$ cat src/rtl/menu_pkg.sv
// Shared definitions for the menu selection generator: pixel/count widths,
// default blanking colour, navigation FSM encoding and index-width helper.
package menu_pkg;

  localparam int RGB_W = 12;
  localparam int CNT_W = 11;

  localparam logic [RGB_W-1:0] BLANK_COLOR_DEF = 12'h333;

  typedef enum logic [0:0] {
    NAV     = 1'b0,
    CONFIRM = 1'b1
  } nav_state_e;

  // Width of a box index; a single box still needs one bit of cursor.
  function automatic int idx_width(input int n);
    return (n <= 2) ? 1 : $clog2(n);
  endfunction

endpackage

$ cat src/rtl/menu_nav_fsm.sv
// Menu navigation: button edge detection, pending flags, frame-synchronous
// cursor movement and the valid/ready hand-off of the confirmed option.
module menu_nav_fsm
  import menu_pkg::*;
#(
  parameter int   NUM_BOXES = 4,
  parameter bit   WRAP      = 1'b1,
  localparam int  IDX_W     = idx_width(NUM_BOXES)
) (
  input  logic             pclk,
  input  logic             rst_n,
  input  logic             vblnk_i,
  input  logic             btn_up_i,
  input  logic             btn_down_i,
  input  logic             btn_enter_i,
  input  logic             sel_ready_i,
  output logic [IDX_W-1:0] cursor_o,
  output logic             sel_valid_o,
  output logic [IDX_W-1:0] sel_idx_o
);

  localparam logic [IDX_W-1:0] LAST_IDX = IDX_W'(NUM_BOXES - 1);

  nav_state_e       state_q;
  logic [IDX_W-1:0] cursor_q;
  logic [IDX_W-1:0] cursor_d;
  logic [IDX_W-1:0] sel_idx_q;
  logic             sel_valid_q;
  logic             up_hist_q;
  logic             dn_hist_q;
  logic             en_hist_q;
  logic             vblnk_hist_q;
  logic             pend_up_q;
  logic             pend_dn_q;
  logic             pend_en_q;
  logic             pend_up_d;
  logic             pend_dn_d;
  logic             pend_en_d;
  logic             frame_tick;

  // A rising edge in the current cycle counts together with what is already pending.
  assign pend_up_d  = pend_up_q | (btn_up_i    & ~up_hist_q);
  assign pend_dn_d  = pend_dn_q | (btn_down_i  & ~dn_hist_q);
  assign pend_en_d  = pend_en_q | (btn_enter_i & ~en_hist_q);
  assign frame_tick = vblnk_i & ~vblnk_hist_q;

  // Cursor target for this frame tick; conflicting up+down requests cancel.
  // With a single box both end rules collapse to index 0.
  always_comb begin
    cursor_d = cursor_q;
    if (pend_up_d && !pend_dn_d) begin
      if (cursor_q == IDX_W'(0)) begin
        cursor_d = WRAP ? LAST_IDX : IDX_W'(0);
      end else begin
        cursor_d = cursor_q - IDX_W'(1);
      end
    end else if (pend_dn_d && !pend_up_d) begin
      if (cursor_q == LAST_IDX) begin
        cursor_d = WRAP ? IDX_W'(0) : cursor_q;
      end else begin
        cursor_d = cursor_q + IDX_W'(1);
      end
    end else begin
      cursor_d = cursor_q;
    end
  end

  // Navigation / confirm state machine with registered cursor and handshake.
  always_ff @(posedge pclk or negedge rst_n) begin
    if (!rst_n) begin
      state_q      <= NAV;
      cursor_q     <= IDX_W'(0);
      sel_idx_q    <= IDX_W'(0);
      sel_valid_q  <= 1'b0;
      up_hist_q    <= 1'b0;
      dn_hist_q    <= 1'b0;
      en_hist_q    <= 1'b0;
      vblnk_hist_q <= 1'b0;
      pend_up_q    <= 1'b0;
      pend_dn_q    <= 1'b0;
      pend_en_q    <= 1'b0;
    end else begin
      // History always follows the buttons so a held button never re-triggers.
      up_hist_q    <= btn_up_i;
      dn_hist_q    <= btn_down_i;
      en_hist_q    <= btn_enter_i;
      vblnk_hist_q <= vblnk_i;
      case (state_q)
        NAV: begin
          if (frame_tick) begin
            cursor_q  <= cursor_d;
            pend_up_q <= 1'b0;
            pend_dn_q <= 1'b0;
            pend_en_q <= 1'b0;
            if (pend_en_d) begin
              state_q     <= CONFIRM;
              sel_valid_q <= 1'b1;
              sel_idx_q   <= cursor_d;
            end
          end else begin
            pend_up_q <= pend_up_d;
            pend_dn_q <= pend_dn_d;
            pend_en_q <= pend_en_d;
          end
        end
        CONFIRM: begin
          // Presses while an option is on offer are dropped, not queued.
          pend_up_q <= 1'b0;
          pend_dn_q <= 1'b0;
          pend_en_q <= 1'b0;
          if (sel_valid_q && sel_ready_i) begin
            sel_valid_q <= 1'b0;
            state_q     <= NAV;
          end
        end
        default: begin
          state_q     <= NAV;
          sel_valid_q <= 1'b0;
          pend_up_q   <= 1'b0;
          pend_dn_q   <= 1'b0;
          pend_en_q   <= 1'b0;
        end
      endcase
    end
  end

  assign cursor_o    = cursor_q;
  assign sel_valid_o = sel_valid_q;
  assign sel_idx_o   = sel_idx_q;

endmodule

$ cat src/rtl/menu_select_gen.sv
// Menu background generator: screen frame plus NUM_BOXES stacked option
// boxes with cursor highlight, in a two-stage pixel pipeline. Navigation and
// the selection handshake are delegated to menu_nav_fsm.
module menu_select_gen
  import menu_pkg::*;
#(
  parameter int               NUM_BOXES   = 4,
  parameter int               BOX_X0      = 362,
  parameter int               BOX_X1      = 674,
  parameter int               BOX_Y0      = 46,
  parameter int               BOX_H       = 100,
  parameter int               BOX_PITCH   = 192,
  parameter int               H_LAST      = 1023,
  parameter int               V_LAST      = 767,
  parameter logic [RGB_W-1:0] BLANK_COLOR = BLANK_COLOR_DEF,
  parameter bit               WRAP        = 1'b1,
  parameter bit               FILL_SEL    = 1'b1,
  localparam int              IDX_W       = idx_width(NUM_BOXES)
) (
  input  logic             pclk,
  input  logic             rst_n,
  input  logic [CNT_W-1:0] vcount_in,
  input  logic [CNT_W-1:0] hcount_in,
  input  logic             vsync_in,
  input  logic             hsync_in,
  input  logic             vblnk_in,
  input  logic             hblnk_in,
  input  logic [RGB_W-1:0] color_bg,
  input  logic [RGB_W-1:0] color_frame,
  input  logic [RGB_W-1:0] color_hl,
  input  logic [RGB_W-1:0] color_fill,
  input  logic             btn_up,
  input  logic             btn_down,
  input  logic             btn_enter,
  input  logic             sel_ready,
  output logic [CNT_W-1:0] vcount_out,
  output logic [CNT_W-1:0] hcount_out,
  output logic             vsync_out,
  output logic             hsync_out,
  output logic             vblnk_out,
  output logic             hblnk_out,
  output logic [RGB_W-1:0] rgb_out,
  output logic [IDX_W-1:0] cursor,
  output logic             sel_valid,
  output logic [IDX_W-1:0] sel_idx
);

  localparam logic [CNT_W-1:0] X0 = CNT_W'(BOX_X0);
  localparam logic [CNT_W-1:0] X1 = CNT_W'(BOX_X1);

  logic [NUM_BOXES-1:0] box_edge_s;
  logic [NUM_BOXES-1:0] box_in_s;
  logic                 in_x_s;
  logic                 on_x_s;
  logic                 strict_x_s;

  // Columns are shared by every box, so the horizontal test is computed once.
  assign in_x_s     = (hcount_in >= X0) && (hcount_in <= X1);
  assign on_x_s     = (hcount_in == X0) || (hcount_in == X1);
  assign strict_x_s = (hcount_in > X0) && (hcount_in < X1);

  // Row bounds of each box are elaboration constants; no runtime multiply.
  for (genvar k = 0; k < NUM_BOXES; k++) begin : g_box
    localparam logic [CNT_W-1:0] TOP = CNT_W'(BOX_Y0 + k * BOX_PITCH);
    localparam logic [CNT_W-1:0] BOT = CNT_W'(BOX_Y0 + k * BOX_PITCH + BOX_H);
    logic in_y_s;
    logic on_y_s;
    logic strict_y_s;
    assign in_y_s        = (vcount_in >= TOP) && (vcount_in <= BOT);
    assign on_y_s        = (vcount_in == TOP) || (vcount_in == BOT);
    assign strict_y_s    = (vcount_in > TOP) && (vcount_in < BOT);
    assign box_edge_s[k] = in_x_s && in_y_s && (on_x_s || on_y_s);
    assign box_in_s[k]   = strict_x_s && strict_y_s;
  end

  // Stage 1 registers
  logic [CNT_W-1:0]     vcount_q;
  logic [CNT_W-1:0]     hcount_q;
  logic                 vsync_q;
  logic                 hsync_q;
  logic                 vblnk_q;
  logic                 hblnk_q;
  logic [NUM_BOXES-1:0] box_edge_q;
  logic [NUM_BOXES-1:0] box_in_q;
  logic [RGB_W-1:0]     col_bg_q;
  logic [RGB_W-1:0]     col_frame_q;
  logic [RGB_W-1:0]     col_hl_q;
  logic [RGB_W-1:0]     col_fill_q;

  // Stage 1: capture timing, counts, colours and per-box hit flags.
  always_ff @(posedge pclk or negedge rst_n) begin
    if (!rst_n) begin
      vcount_q    <= CNT_W'(0);
      hcount_q    <= CNT_W'(0);
      vsync_q     <= 1'b0;
      hsync_q     <= 1'b0;
      vblnk_q     <= 1'b0;
      hblnk_q     <= 1'b0;
      box_edge_q  <= NUM_BOXES'(0);
      box_in_q    <= NUM_BOXES'(0);
      col_bg_q    <= RGB_W'(0);
      col_frame_q <= RGB_W'(0);
      col_hl_q    <= RGB_W'(0);
      col_fill_q  <= RGB_W'(0);
    end else begin
      vcount_q    <= vcount_in;
      hcount_q    <= hcount_in;
      vsync_q     <= vsync_in;
      hsync_q     <= hsync_in;
      vblnk_q     <= vblnk_in;
      hblnk_q     <= hblnk_in;
      box_edge_q  <= box_edge_s;
      box_in_q    <= box_in_s;
      col_bg_q    <= color_bg;
      col_frame_q <= color_frame;
      col_hl_q    <= color_hl;
      col_fill_q  <= color_fill;
    end
  end

  logic [IDX_W-1:0]     cursor_s;
  logic [NUM_BOXES-1:0] sel_mask;
  logic                 frame_hit;
  logic                 hl_hit;
  logic                 any_edge;
  logic                 fill_hit;
  logic [RGB_W-1:0]     rgb_d;

  // One-hot decode of the cursor to match it against the per-box flags.
  always_comb begin
    sel_mask = NUM_BOXES'(0);
    for (int k = 0; k < NUM_BOXES; k++) begin
      sel_mask[k] = (cursor_s == IDX_W'(k));
    end
  end

  assign frame_hit = (vcount_q == CNT_W'(0)) || (vcount_q == CNT_W'(V_LAST)) ||
                     (hcount_q == CNT_W'(1)) || (hcount_q == CNT_W'(H_LAST));
  assign hl_hit    = |(box_edge_q & sel_mask);
  assign any_edge  = |box_edge_q;
  assign fill_hit  = |(box_in_q & sel_mask);

  // Stage 2 colour priority: blanking, frame, selected edge, other edge, fill, background.
  always_comb begin
    rgb_d = col_bg_q;
    if (vblnk_q || hblnk_q) begin
      rgb_d = BLANK_COLOR;
    end else if (frame_hit) begin
      rgb_d = col_frame_q;
    end else if (hl_hit) begin
      rgb_d = col_hl_q;
    end else if (any_edge) begin
      rgb_d = col_frame_q;
    end else if (fill_hit && FILL_SEL) begin
      rgb_d = col_fill_q;
    end else begin
      rgb_d = col_bg_q;
    end
  end

  // Stage 2: registered video outputs.
  always_ff @(posedge pclk or negedge rst_n) begin
    if (!rst_n) begin
      vcount_out <= CNT_W'(0);
      hcount_out <= CNT_W'(0);
      vsync_out  <= 1'b0;
      hsync_out  <= 1'b0;
      vblnk_out  <= 1'b0;
      hblnk_out  <= 1'b0;
      rgb_out    <= RGB_W'(0);
    end else begin
      vcount_out <= vcount_q;
      hcount_out <= hcount_q;
      vsync_out  <= vsync_q;
      hsync_out  <= hsync_q;
      vblnk_out  <= vblnk_q;
      hblnk_out  <= hblnk_q;
      rgb_out    <= rgb_d;
    end
  end

  menu_nav_fsm #(
    .NUM_BOXES (NUM_BOXES),
    .WRAP      (WRAP)
  ) u_nav (
    .pclk        (pclk),
    .rst_n       (rst_n),
    .vblnk_i     (vblnk_in),
    .btn_up_i    (btn_up),
    .btn_down_i  (btn_down),
    .btn_enter_i (btn_enter),
    .sel_ready_i (sel_ready),
    .cursor_o    (cursor_s),
    .sel_valid_o (sel_valid),
    .sel_idx_o   (sel_idx)
  );

  assign cursor = cursor_s;

endmodule

$ cat config.mk
export PLATFORM = sky130hd
export DESIGN_NAME = menu_select_gen
export DESIGN_NICKNAME = d
export VERILOG_FILES = /design/src/rtl/menu_pkg.sv /design/src/rtl/menu_nav_fsm.sv /design/src/rtl/menu_select_gen.sv
export SDC_FILE = /design/constraint.sdc
export NUM_CORES = 1
export LEC_CHECK = 0
export ABC_AREA = 1
export CORE_UTILIZATION = 40
export DETAILED_ROUTE_END_ITERATION = 6
export DONT_BUFFER_PORTS = 1
export GPL_TIMING_DRIVEN = 0
export PLACE_DENSITY_LB_ADDON = 0.08
export SLEW_MARGIN = 5
export SYNTH_ARGS = -nofsm -noshare
export SYNTH_HDL_FRONTEND = slang
export SYNTH_HIERARCHICAL = 1
export SYNTH_SLANG_ARGS = --single-unit
$ cat constraint.sdc
create_clock -name pclk -period 2.3 [get_ports pclk]
set_clock_uncertainty 0.2 [all_clocks]
set_input_delay 0.46 -clock pclk [delete_from_list [all_inputs] [get_ports pclk]]
set_output_delay 0.46 -clock pclk [all_outputs]
set_load 0.02 [all_outputs]
# Yosys cells after proc, flatten, opt, wreduce, memory -nomap -nowiden
# Index checks and enable logic that the tools add are counted.
[totals]
reg_bits = 132
latchBits = 0
ramBits = 0
mem_bits_ro = 0
in_bits = 80
mem_count = 0
[classes]
add_sub_neg = 2
multipliers = 0
div_mod_pow = 0
n_lt_le_gt_ge = 20
eq_ne = 19
shifts = 0
mux = 23
bitwise_logic = 14
reduce_logical = 48
[ops]
columns = ["operator", "n"]
rows = [
  ["equality test 11 x 10 -> 1 bit (second input constant)", 6],
  ["2-to-1 mux 12 bit", 5],
  ["equality test 11 x 9 -> 1 bit (second input constant)", 3],
  ["<= comparator 11 x 10 -> 1 bit (second input constant)", 3],
  ["less-than comparator 11 x 10 -> 1 bit (second input constant)", 3],
  ["logical AND 1 bit", 25],
  ["equality test 11 x 8 -> 1 bit (second input constant)", 2],
  ["greater-or-equal comparator 11 x 9 -> 1 bit (second input constant)", 2],
  ["greater-than comparator 11 x 9 -> 1 bit (second input constant)", 2],
  ["logical OR 1 bit", 13],
  ["OR reduction 4 bit", 3],
  ["equality test 11 x 1 -> 1 bit (second input constant)", 1],
  ["equality test 11 x 6 -> 1 bit (second input constant)", 1],
  ["greater-or-equal comparator 11 x 10 -> 1 bit (second input constant)", 1],
  ["greater-or-equal comparator 11 x 6 -> 1 bit (second input constant)", 1],
  ["greater-or-equal comparator 11 x 8 -> 1 bit (second input constant)", 1],
  ["greater-than comparator 11 x 10 -> 1 bit (second input constant)", 1],
  ["greater-than comparator 11 x 6 -> 1 bit (second input constant)", 1],
  ["greater-than comparator 11 x 8 -> 1 bit (second input constant)", 1],
  ["<= comparator 11 x 8 -> 1 bit (second input constant)", 1],
  ["<= comparator 11 x 9 -> 1 bit (second input constant)", 1],
  ["zero test 11 bit", 1],
  ["less-than comparator 11 x 8 -> 1 bit (second input constant)", 1],
  ["less-than comparator 11 x 9 -> 1 bit (second input constant)", 1],
  ["17 further kinds", 46],
]

# Longest topological paths before layout
# Gate-level depths: netlist of the first run.
[logic_depth]
ltp_word = 8
depth_mapped = 12
mapped_depth_nobuf = 11

# Hierarchy
# Netlist of the first run, hierarchy kept.
[by_module_without_submodules]
columns = ["mod", "instances", "cells_per_inst", "area_each_um2", "seq_area_each_um2"]
rows = [
  ["menu_select_gen", 1, 440, 4408.0, 3002.9],
  ["menu_nav_fsm", 1, 74, 584.3, 325.3],
]

# Worst setup path after synthesis of the first run
# No wires, ideal clock.
[synth_path]
kind = "flip-flop to flip-flop"
from = "register u_nav.cursor_q[0] (netlist: u_nav/cursor_o[0])"
to = "register rgb_out[0]"
setup_time_ns = 0.119
t_arrival_ns = 1.470
path_slack_ns = 0.511
path_stages_with_launch = 11
synth_period_minus_slack_ns = 1.789
cell_sequence = "dfrtp_1 inv_2 nand3_1 nand2_2 nor2_4 inv_4 buf_6 a21oi_1 o21ai_1 nand2_1 nand2_1"
[synth_between]
elab_chain_cells = 8
elab_cells_between_ends = 13
cone_classes = "eq/ne (3); mux (5); bitwise (2); reduce/logical (3)"
[synth_lines]
columns = ["element", "line", "rtl"]
rows = [
  ["start: declaration", "menu_nav_fsm.sv:25", "logic [IDX_W-1:0] cursor_q;"],
  ["start signal: assignment", "menu_nav_fsm.sv:91", "cursor_q <= cursor_d;"],
  ["equality test 2 x 1 -> 1 bit (tied with other cells)", "menu_select_gen.sv:133", "sel_mask[k] = (cursor_s == IDX_W'(k));"],
  ["AND 4 bit", "menu_select_gen.sv:141", "assign fill_hit = |(box_in_q & sel_mask);"],
  ["OR reduction 4 bit", "menu_select_gen.sv:141", ""],
  ["2-to-1 mux 12 bit", "menu_select_gen.sv:154", "end else if (fill_hit && FILL_SEL) begin"],
  ["2-to-1 mux 12 bit", "menu_select_gen.sv:152", "end else if (any_edge) begin"],
  ["2-to-1 mux 12 bit (*)", "menu_select_gen.sv:150", "end else if (hl_hit) begin"],
  ["2-to-1 mux 12 bit (*)", "menu_select_gen.sv:148", "end else if (frame_hit) begin"],
  ["2-to-1 mux 12 bit (*)", "menu_select_gen.sv:146", "if (vblnk_q || hblnk_q) begin"],
  ["via rgb_d[0]", "menu_select_gen.sv:127", "logic [RGB_W-1:0] rgb_d;"],
  ["end signal: assignment", "menu_select_gen.sv:178", "rgb_out <= rgb_d;"],
  ["end: declaration", "menu_select_gen.sv:42", "output logic [RGB_W-1:0] rgb_out,"],
]
# Mark *: on every way through the listed nets, which the timed path passes. The rest lies on a longest branch.
# A chain may end at the register's enable or synchronous reset.

# Final worst setup path of the first run
[layout_path]
from = "register u_nav.cursor_q[0] (netlist: u_nav/cursor_o[0])"
to = "register rgb_out[8]"
# The elaborated chain is that of the path after synthesis.

==> run_results.csv, run 1 <==
group,metric,value,unit
pwr,power_frac_comb,9.0,%
placed_design,port_buffers,0,
pwr,power_density,920,nW/um^2
final_layout,layout-drive-gt1-share,7.38,%
grt,grtUsageTotal,18.5,%
die,die_area,12900,um^2
worst_setup_path,reg2regPathDepth,10,
worst_setup_path,cp.required,2400,ps
min_path,min_path_type,"input pin to async pin",
grt,grt_first_pass_wirelength,17.8,mm
timing,final.setup.tns,0,ps
pwr,ir_drop,474,uV
clocking,cts_made_buffers,17,
final_layout,fin_cells,791,
worst_setup_path,path_class,"flip-flop to flip-flop",
outcome,violations,"hold timing",
routing,finalWirelength,11.0,mm
worst_setup_path,start_kind,"flip-flop",
outcome,status,"finished with violations",
synth,syn-cell-area,4990,um^2
final_layout,nNetsFinal,693,
grt,grt_overflow,0,
timing,rsz0062_at_grt,"false",
clocking,clock_latency,410,ps
synth,synth_cell_types,26,
timing,slew_violations,0,
die,num_rows,40,
routing,wl_per_cell,13.9,um
routing,ant_nets,0,
die,die_h,114,um
worst_setup_path,startpoint,"u_nav/cursor_o[0]",
final_layout,final_cell_mix,"dfrtp_1 (131), nand2_1 (120), nor2_1 (83), dlygate4sd3_1 (78), inv_1 (50)",
synth,synth_seq_cells,133,
grt,grt_pass1_vias,3746,
clocking,cts_tree,"yes",
synth,syn_nets,596,
worst_setup_path,worst-endpoint-arrival,2100,ps
pwr,p_leak,3.14,nW
routing,viasPerCell,4.61,
placed_design,gp_congestion,0.827,
synth,yosys_warnings,6,
worst_setup_path,worst-path-max-fanout,11,
grt,grt_max_degree,134,
run,cap_violations,0,
clocking,h-tree-depth,4,
die,die_x,114,um
timing,tightestPinTransition,456,ps
clocking,path_clk_slew,50,ps
timing,max_clock_freq,0.498,GHz
worst_setup_path,cp-end-kind,"flip-flop",
worst_setup_path,rr_startpoint,"u_nav/cursor_o[0]",
clocking,post_cts_buffers,0,
clocking,ctsHoldBuffers,78,
die,initial_utilization,41.2,%
routing,drtPass1Iterations,4,
clocking,cts.sink_count,133,
final_layout,final_common_cell,"dfrtp_1",
grt,antenna_found_initial,0,
timing,fin_crit_sh,87.2,%
synth,ys_seq_area_share,66.7,%
synth,avgSynthCellArea,9.71,um^2
routing,drt-initial-drc-count,157,
clocking,clock-root-buffer,"clkbuf_16",
die,io_pins,123,
pwr,p_switching,0.00144,W
placed_design,dp_cells,682,
timing,whs,-455,ps
final_layout,syn_to_final_growth,32.2,%
routing,drc_errors,0,
pwr,p_clk_share,45.6,%
synth,syn_inst,514,
pwr,p_sw_share,23.8,%
timing,maxSlewHeadroom,69.5,%
routing,vias,3647,
timing,period_needed,2010,ps
pwr,p_seq_share,45.4,%
clocking,clock_tree.buffer_depth,2,
placed_design,place_hpwl,7.53,mm
final_layout,diodes,0,
pwr,p_int,0.00463,W
timing,setup_viol,0,
die,core_area,12100,um^2
timing,hold_violations,133,
## Yosys cell counts
| master | n | share of area [%] |
|---|---|---|
| o22ai_2 | 1 | 0.25 |
| nor3b_1 | 1 | 0.15 |
| nand2_2 | 2 | 0.25 |
| o211ai_1 | 1 | 0.15 |
| nor2_4 | 1 | 0.23 |
| clkinv_1 | 1 | 0.075 |
| o21ai_2 | 1 | 0.18 |
| buf_2 | 1 | 0.10 |
| or2_0 | 1 | 0.13 |
| nand2_1 | 120 | 9.0 |
| inv_4 | 1 | 0.13 |
| nand4_1 | 6 | 0.75 |
| dfrtp_1 | 133 | 67 |
| buf_4 | 1 | 0.15 |
| inv_1 | 50 | 3.8 |
| o21ai_0 | 17 | 1.7 |
| a21oi_1 | 22 | 2.2 |
| o21ai_1 | 6 | 0.60 |
| buf_6 | 3 | 0.68 |
| nand3_1 | 40 | 4.0 |
| nor3_1 | 12 | 1.2 |
| or2_2 | 1 | 0.13 |
| ha_1 | 2 | 0.50 |
| inv_2 | 4 | 0.30 |
| nand3b_1 | 3 | 0.45 |
| nor2_1 | 83 | 6.2 |
## worst paths after layout
path	slack, ps	endpoint
min reg2reg	150	hsync_out
max	290	rgb_out[8]
max in group asynchronous	2160	rgb_out[7]
max reg2reg	290	rgb_out[8]
min in group pclk	20	u_nav/pend_en_q
min	-450	hsync_out
## cell families after synthesis
logic type,Yosys count,share of synthesized area [%]
buffers and inverters,61,5.19
adder cells (fa/ha/maj),2,0.501
AND/OR/NAND/NOR,270,22.6
AO/OA/AOI/OAI,48,5.09
flip-flops,133,66.7
## repair_timing
| item | 4_1_cts | 5_1_grt |
|---|---|---|
| endpoints found under the setup margin | 0 | 5 |
| endpoints found under the hold margin | 213 | 133 |
| resized for setup | 0 | 2 |
## power groups by stage
stage | sequential (W) | combinational, W | clock (W)
floorplan | 0.00275 | 0.000358 | 0
CTS | 0.00275 | 0.000549 | 0.00284
finish | 0.00276 | 0.000548 | 0.00277
detailed placement | 0.00279 | 0.000436 | 0
global placement | 0.00279 | 0.000426 | 0
global route | 0.00278 | 0.000627 | 0.00296
## registers in the layout (all words and copies together), names as in the netlist, 2 cells and up
signal,count
col_frame_q,12
vcount_q,11
box_edge_q,4
hcount_q,11
u_nav/sel_idx_o,2
hcount_out,11
u_nav/cursor_o,2
col_hl_q,12
col_bg_q,12
rgb_out,12
vcount_out,11
box_in_q,4
col_fill_q,12
## critical path, stage by stage (launching register included)
cell	delay [ps]
dfrtp_2	550
inv_2	100
nand3_1	100
nand2_2	70
nor2_4	250
inv_4	100
buf_6	160
a21oi_1	160
o21ai_1	110
nand2_1	70
nand2_1	40
## metal layers
layer,vias to the layer above,track usage [%],wire length [um]
met1,1697,20.8,4490
met3,20,5.90,625
met2,111,31.9,5640
met5,-,0,0
li1,1819,-,-
met4,0,8.95,227
## layout make-up
class	instances	area (um^2)
fillers	1100	5510
well taps	168	210
clock inverters	9	151
flip-flops and latches	133	3330
multi-input cells	320	1410
plain buffers	5	46.3
inverters	56	213
clock buffers	22	464
repair buffers	78	781
## stage by stage
step           util (%)  instance area [um^2]  hold slack (ps)  worst slack [ps]  power (W)
2_1_floorplan         -                  4990            -35.6               511    0.00311
3_3_place_gp       43.0                  5200            -33.1               168    0.00322
3_5_place_dp       43.0                  5200            -32.4               113    0.00323
4_1_cts            54.5                  6600             -477              99.4    0.00614
5_1_grt            54.5                  6600             -483              94.5    0.00636
6_report           54.5                  6600             -455               294    0.00607
(Power assumes the default switching activity.)
==> inputs of run 2 (changes only) <==
Settings changed: MAX_ROUTING_LAYER from default to met4.
==> run 2 against run 1 <==
  * The run still ends with hold timing left
  * Clock power increased by 3%
  * Register-to-register slack about the same
  * Clock-buffer cell count decreased by 4
  * Sequential power about the same
  * Sequential share of layout area decreased by 0.18 points
==> run_results.csv, run 2 (synthesis gave the netlist of run 1 again) <==
group,metric,value,unit
die,num_rows,40,
timing,final.setup.tns,0,ps
worst_setup_path,start_kind,"flip-flop",
clocking,cts_tree,"yes",
worst_setup_path,cp-end-kind,"flip-flop",
timing,setup_viol,0,
routing,viasPerCell,4.63,
min_path,min_path_type,"input pin to async pin",
final_layout,stdcell_area,6630,um^2
pwr,power_frac_comb,9.0,%
pwr,p_int,0.00462,W
timing,period_needed,2000,ps
final_layout,final_common_cell,"dfrtp_1",
pwr,ir_drop,501,uV
final_layout,syn_to_final_growth,32.7,%
pwr,p_leak,3.15,nW
clocking,clock_tree.buffer_depth,2,
clocking,path_clk_slew,50,ps
placed_design,place_hpwl,7.65,mm
outcome,violations,"hold timing",
timing,whs,-459,ps
grt,grt_overflow,0,
final_layout,fillCellCount,1079,
grt,grtUsageTotal,19.2,%
timing,rsz0062_at_grt,"false",
worst_setup_path,worst-path-max-fanout,11,
placed_design,dp_cells,682,
final_layout,diodes,0,
routing,wl_per_cell,14.2,um
pwr,p_sw_share,25.0,%
timing,maxSlewHeadroom,67.3,%
placed_design,port_buffers,0,
grt,grt_first_pass_wirelength,17.8,mm
routing,wl_met1,4.56,mm
pwr,p_clk_share,46.4,%
routing,drt-initial-drc-count,124,
worst_setup_path,worst-endpoint-arrival,2100,ps
timing,max_clock_freq,0.500,GHz
routing,ant_nets,0,
timing,tightestPinTransition,489,ps
routing,vias,3663,
clocking,clock-root-buffer,"clkbuf_16",
final_layout,final_cell_mix,"dfrtp_1 (131), nand2_1 (120), nor2_1 (83), dlygate4sd3_1 (78), inv_1 (50)",
routing,finalWirelength,11.2,mm
clocking,cts.sink_count,133,
worst_setup_path,path_class,"flip-flop to flip-flop",
die,initial_utilization,41.2,%
placed_design,gp_congestion,0.830,
grt,grt_pass1_vias,3789,
run,cap_violations,0,
timing,fin_crit_sh,86.9,%
die,die_area,12900,um^2
grt,grt_max_degree,134,
pwr,power_density,931,nW/um^2
timing,slew_violations,0,
timing,hold_violations,133,
routing,wl_met2,5.84,mm
final_layout,fin_cells,792,
pwr,p_switching,0.00154,W
routing,wl_met3,591,um
clocking,h-tree-depth,4,
worst_setup_path,cp.required,2400,ps
pwr,p_seq_share,44.7,%
routing,drc_errors,0,
die,core_area,12100,um^2
die,die_x,114,um
final_layout,nNetsFinal,693,
clocking,clock_latency,420,ps
die,die_h,114,um
placed_design,post_dp_cell_area,5200,um^2
final_layout,layout-drive-gt1-share,8.01,%
clocking,ctsHoldBuffers,78,
routing,routed.top_layer,"met4",
routing,drtPass1Iterations,7,
outcome,status,"finished with violations",
pwr,power,0.00616,W
grt,antenna_found_initial,0,
clocking,cts_made_buffers,17,
die,io_pins,123,
run 2: power groups by stage:
stage	clock network (W)	registers [W]	logic, W
floorplan	0	0.00275	0.000358
global placement	0	0.00279	0.000425
detailed placement	0	0.00280	0.000438
CTS	0.00292	0.00276	0.000551
global route	0.00305	0.00278	0.000632
finish	0.00286	0.00276	0.000552
run 2: cell type report:
cell class / count / area [um^2] / share of cell area [%]
sequential: 133 / 3330 / 50.3
multi-input combinational: 320 / 1410 / 21.2
timing repair buffer: 78 / 781 / 11.8
clock buffer: 18 / 439 / 6.63
inverter: 56 / 213 / 3.21
tap: 168 / 210 / 3.17
clock inverter: 14 / 200 / 3.02
buffer: 5 / 46.3 / 0.699
run 2: worst paths after layout:
check,start,end,slack [ps],depth (start not counted)
setup / recovery,u_nav/cursor_o[0],rgb_out[8],300,10
hold / removal,rst_n,hsync_out,-460,0
setup reg to reg,u_nav/cursor_o[0],rgb_out[8],300,10
hold reg to reg,hsync_q,hsync_out,150,0
max in group asynchronous,rst_n,u_nav/cursor_o[0],2130,0
min in group pclk,btn_down,u_nav/pend_dn_q,30,2
run 2: what timing repair did:
| item | 4_1_cts | 5_1_grt |
|---|---|---|
| setup buffers | 0 | 0 |
| hold endpoints to repair | 214 | 133 |
| resized for setup | 0 | 2 |
| endpoints found under the setup margin | 0 | 7 |
run 2: worst max-delay path: stages, from the launching register on:
cell and delay (ps):
dfrtp_2 560, inv_2 100, nand3_1 90, nand2_2 60
nor2_4 250, inv_4 100, buf_6 160, a21oi_1 150
o21ai_1 110, nand2_1 60, nand2_1 40
run 2: metrics by stage:
stage	util (%)	setup WS, ps	hold slack [ps]
2_1_floorplan	-	511	-35.6
3_3_place_gp	43.0	155	-33.1
3_5_place_dp	43.0	124	-33.1
4_1_cts	54.7	104	-484
5_1_grt	54.7	121	-492
6_report	54.7	301	-459
run 2: metal layers:
layer	vias up	global-route usage (%)
li1	1823	-
met5	-	-
met4	0	8.95
met3	17	6.22
met2	96	32.4
met1	1727	20.3
==> inputs of run 3 (changes only) <==
Settings changed: BUFFER_PORTS_ARGS from default to -buffer_cell sky130_fd_sc_hd__clkbuf_2, DONT_BUFFER_PORTS 1 to default.
==> run 3 against run 2 <==
  * Clock power is 3% higher
  * Worst setup slack worse by 74 ps
  * The run now ends clean
  * Clock-buffer cell count is 2 higher
  * Die area stayed put
  * Core utilization is 5.1 points higher
  * Total power is 4.8% higher
  * Sequential power is 4% lower
  * Sequential share of layout area is 4.3 points lower
  * Critical path type is now input pin to flip-flop
==> run_results.csv, run 3 (synthesis gave the netlist of run 1 again) <==
group,metric,value,unit
outcome,status,"completed",
clocking,post_cts_buffers,0,
routing,finalWirelength,11.8,mm
die,io_pins,123,
placed_design,dp_cells,805,
placed_design,port_buffers,122,
clocking,path_clk_slew,50,ps
clocking,cts.sink_count,133,
worst_setup_path,cp.required,2420,ps
final_layout,syn_to_final_growth,45.0,%
worst_setup_path,path_class,"input pin to flip-flop",
pwr,p_seq_share,40.9,%
clocking,cts_tree,"yes",
pwr,p_int,0.00484,W
worst_setup_path,start_kind,"input pin",
die,die_h,114,um
pwr,p_leak,3.65,nW
final_layout,final_cell_mix,"dfrtp_1 (133), clkbuf_2 (121), nand2_1 (120), nor2_1 (83), dlygate4sd3_1 (73)",
placed_design,gp_congestion,0.836,
worst_setup_path,worst-endpoint-arrival,2190,ps
timing,final.setup.tns,0,ps
pwr,power,0.00646,W
clocking,cts_made_buffers,17,
grt,antenna_found_initial,0,
final_layout,fillCellCount,1081,
die,core_area,12100,um^2
grt,grt_pass1_vias,4194,
final_layout,layout-drive-gt1-share,22.9,%
timing,slew_violations,0,
clocking,ctsHoldBuffers,73,
pwr,power_frac_comb,13.3,%
placed_design,post_dp_cell_area,5850,um^2
routing,wl_per_cell,12.9,um
final_layout,nNetsFinal,811,
clocking,clock_tree.buffer_depth,2,
pwr,p_switching,0.00162,W
timing,max_clock_freq,0.482,GHz
routing,vias,4118,
final_layout,final_util,59.8,%
die,initial_utilization,41.2,%
grt,grtUsageTotal,20.1,%
routing,viasPerCell,4.53,
worst_setup_path,cp-end-kind,"flip-flop",
timing,hold_violations,0,
placed_design,place_hpwl,8.01,mm
timing,fin_crit_sh,90.1,%
clocking,clock_latency,420,ps
die,num_rows,40,
worst_setup_path,worst-path-max-fanout,5,
pwr,p_sw_share,25.1,%
timing,rsz0062_at_grt,"false",
final_layout,multiInputGateArea,1410,um^2
routing,ant_nets,0,
final_layout,fin_cells,910,
pwr,ir_drop,495,uV
timing,setup_viol,0,
run,cap_violations,0,
final_layout,diodes,0,
grt,grt_overflow,0,
routing,drc_errors,0,
grt,grt_max_degree,77,
routing,drtPass1Iterations,5,
final_layout,stdcell_area,7240,um^2
final_layout,final_common_cell,"dfrtp_1",
clocking,cts_resized,0,
die,die_area,12900,um^2
routing,drt-initial-drc-count,255,
timing,tightestPinTransition,457,ps
clocking,clock-root-buffer,"clkbuf_16",
timing,maxSlewHeadroom,69.4,%
pwr,p_clk_share,45.9,%
timing,period_needed,2070,ps
grt,grt_first_pass_wirelength,19.1,mm
final_layout,seq_area,3330,um^2
min_path,min_path_type,"input pin to flip-flop",
pwr,power_density,893,nW/um^2
clocking,h-tree-depth,4,
die,die_x,114,um
==> run 3: worst max-delay path: stages <==
cell and delay [ps]:
dlygate4sd3_1 530, clkbuf_2 130, nor2_1 240, inv_1 160
nor2_1 190, nand4_1 160, nand2_1 100, nand2_1 50
a21oi_1 180
==> run 3: routing by layer <==
| metal | wire length [um] | track usage [%] | vias up |
|---|---|---|---|
| met5 | 0 | - | - |
| met4 | 255 | 9.04 | 0 |
| met3 | 503 | 4.73 | 20 |
| met2 | 6150 | 35.0 | 108 |
| met1 | 4880 | 22.0 | 1926 |
| li1 | - | - | 2064 |
==> run 3: worst paths after layout <==
path,from,end,slack (ps),cells after the start
min reg2reg,hsync_q,hsync_out,150,0
max,vcount_in[9],box_edge_q[0],230,9
max in group asynchronous,rst_n,vcount_out[8],820,3
min in group asynchronous,rst_n,hsync_out,370,2
min,vcount_in[8],vcount_q[8],30,1
max reg2reg,u_nav/cursor_o[0],rgb_out[8],280,10
==> run 3: through the flow <==
step           hold slack (ps)  setup WS [ps]
3_3_place_gp               133          -1410
3_5_place_dp               145            296
4_1_cts                   8.15            271
5_1_grt                   13.1           40.7
6_report                  26.7            227
2_1_floorplan            -35.6            511
==> run 3: power by group through the flow <==
stage,clock (W),sequential (W),combinational (W)
global route,0.00314,0.00267,0.000960
floorplan,0,0.00275,0.000358
detailed placement,0,0.00268,0.000755
CTS,0.00303,0.00264,0.000859
finish,0.00296,0.00264,0.000857
global placement,0,0.00268,0.000730
==> run 3: layout make-up <==
cell class | instances | share of cell area, %
clock buffers | 20 | 6.31
repair buffers | 196 | 19.0
clock inverters | 12 | 2.78
plain buffers | 5 | 0.640
well taps | 168 | 2.90
inverters | 56 | 2.94
flip-flops and latches | 133 | 46.0
multi-input cells | 320 | 19.4
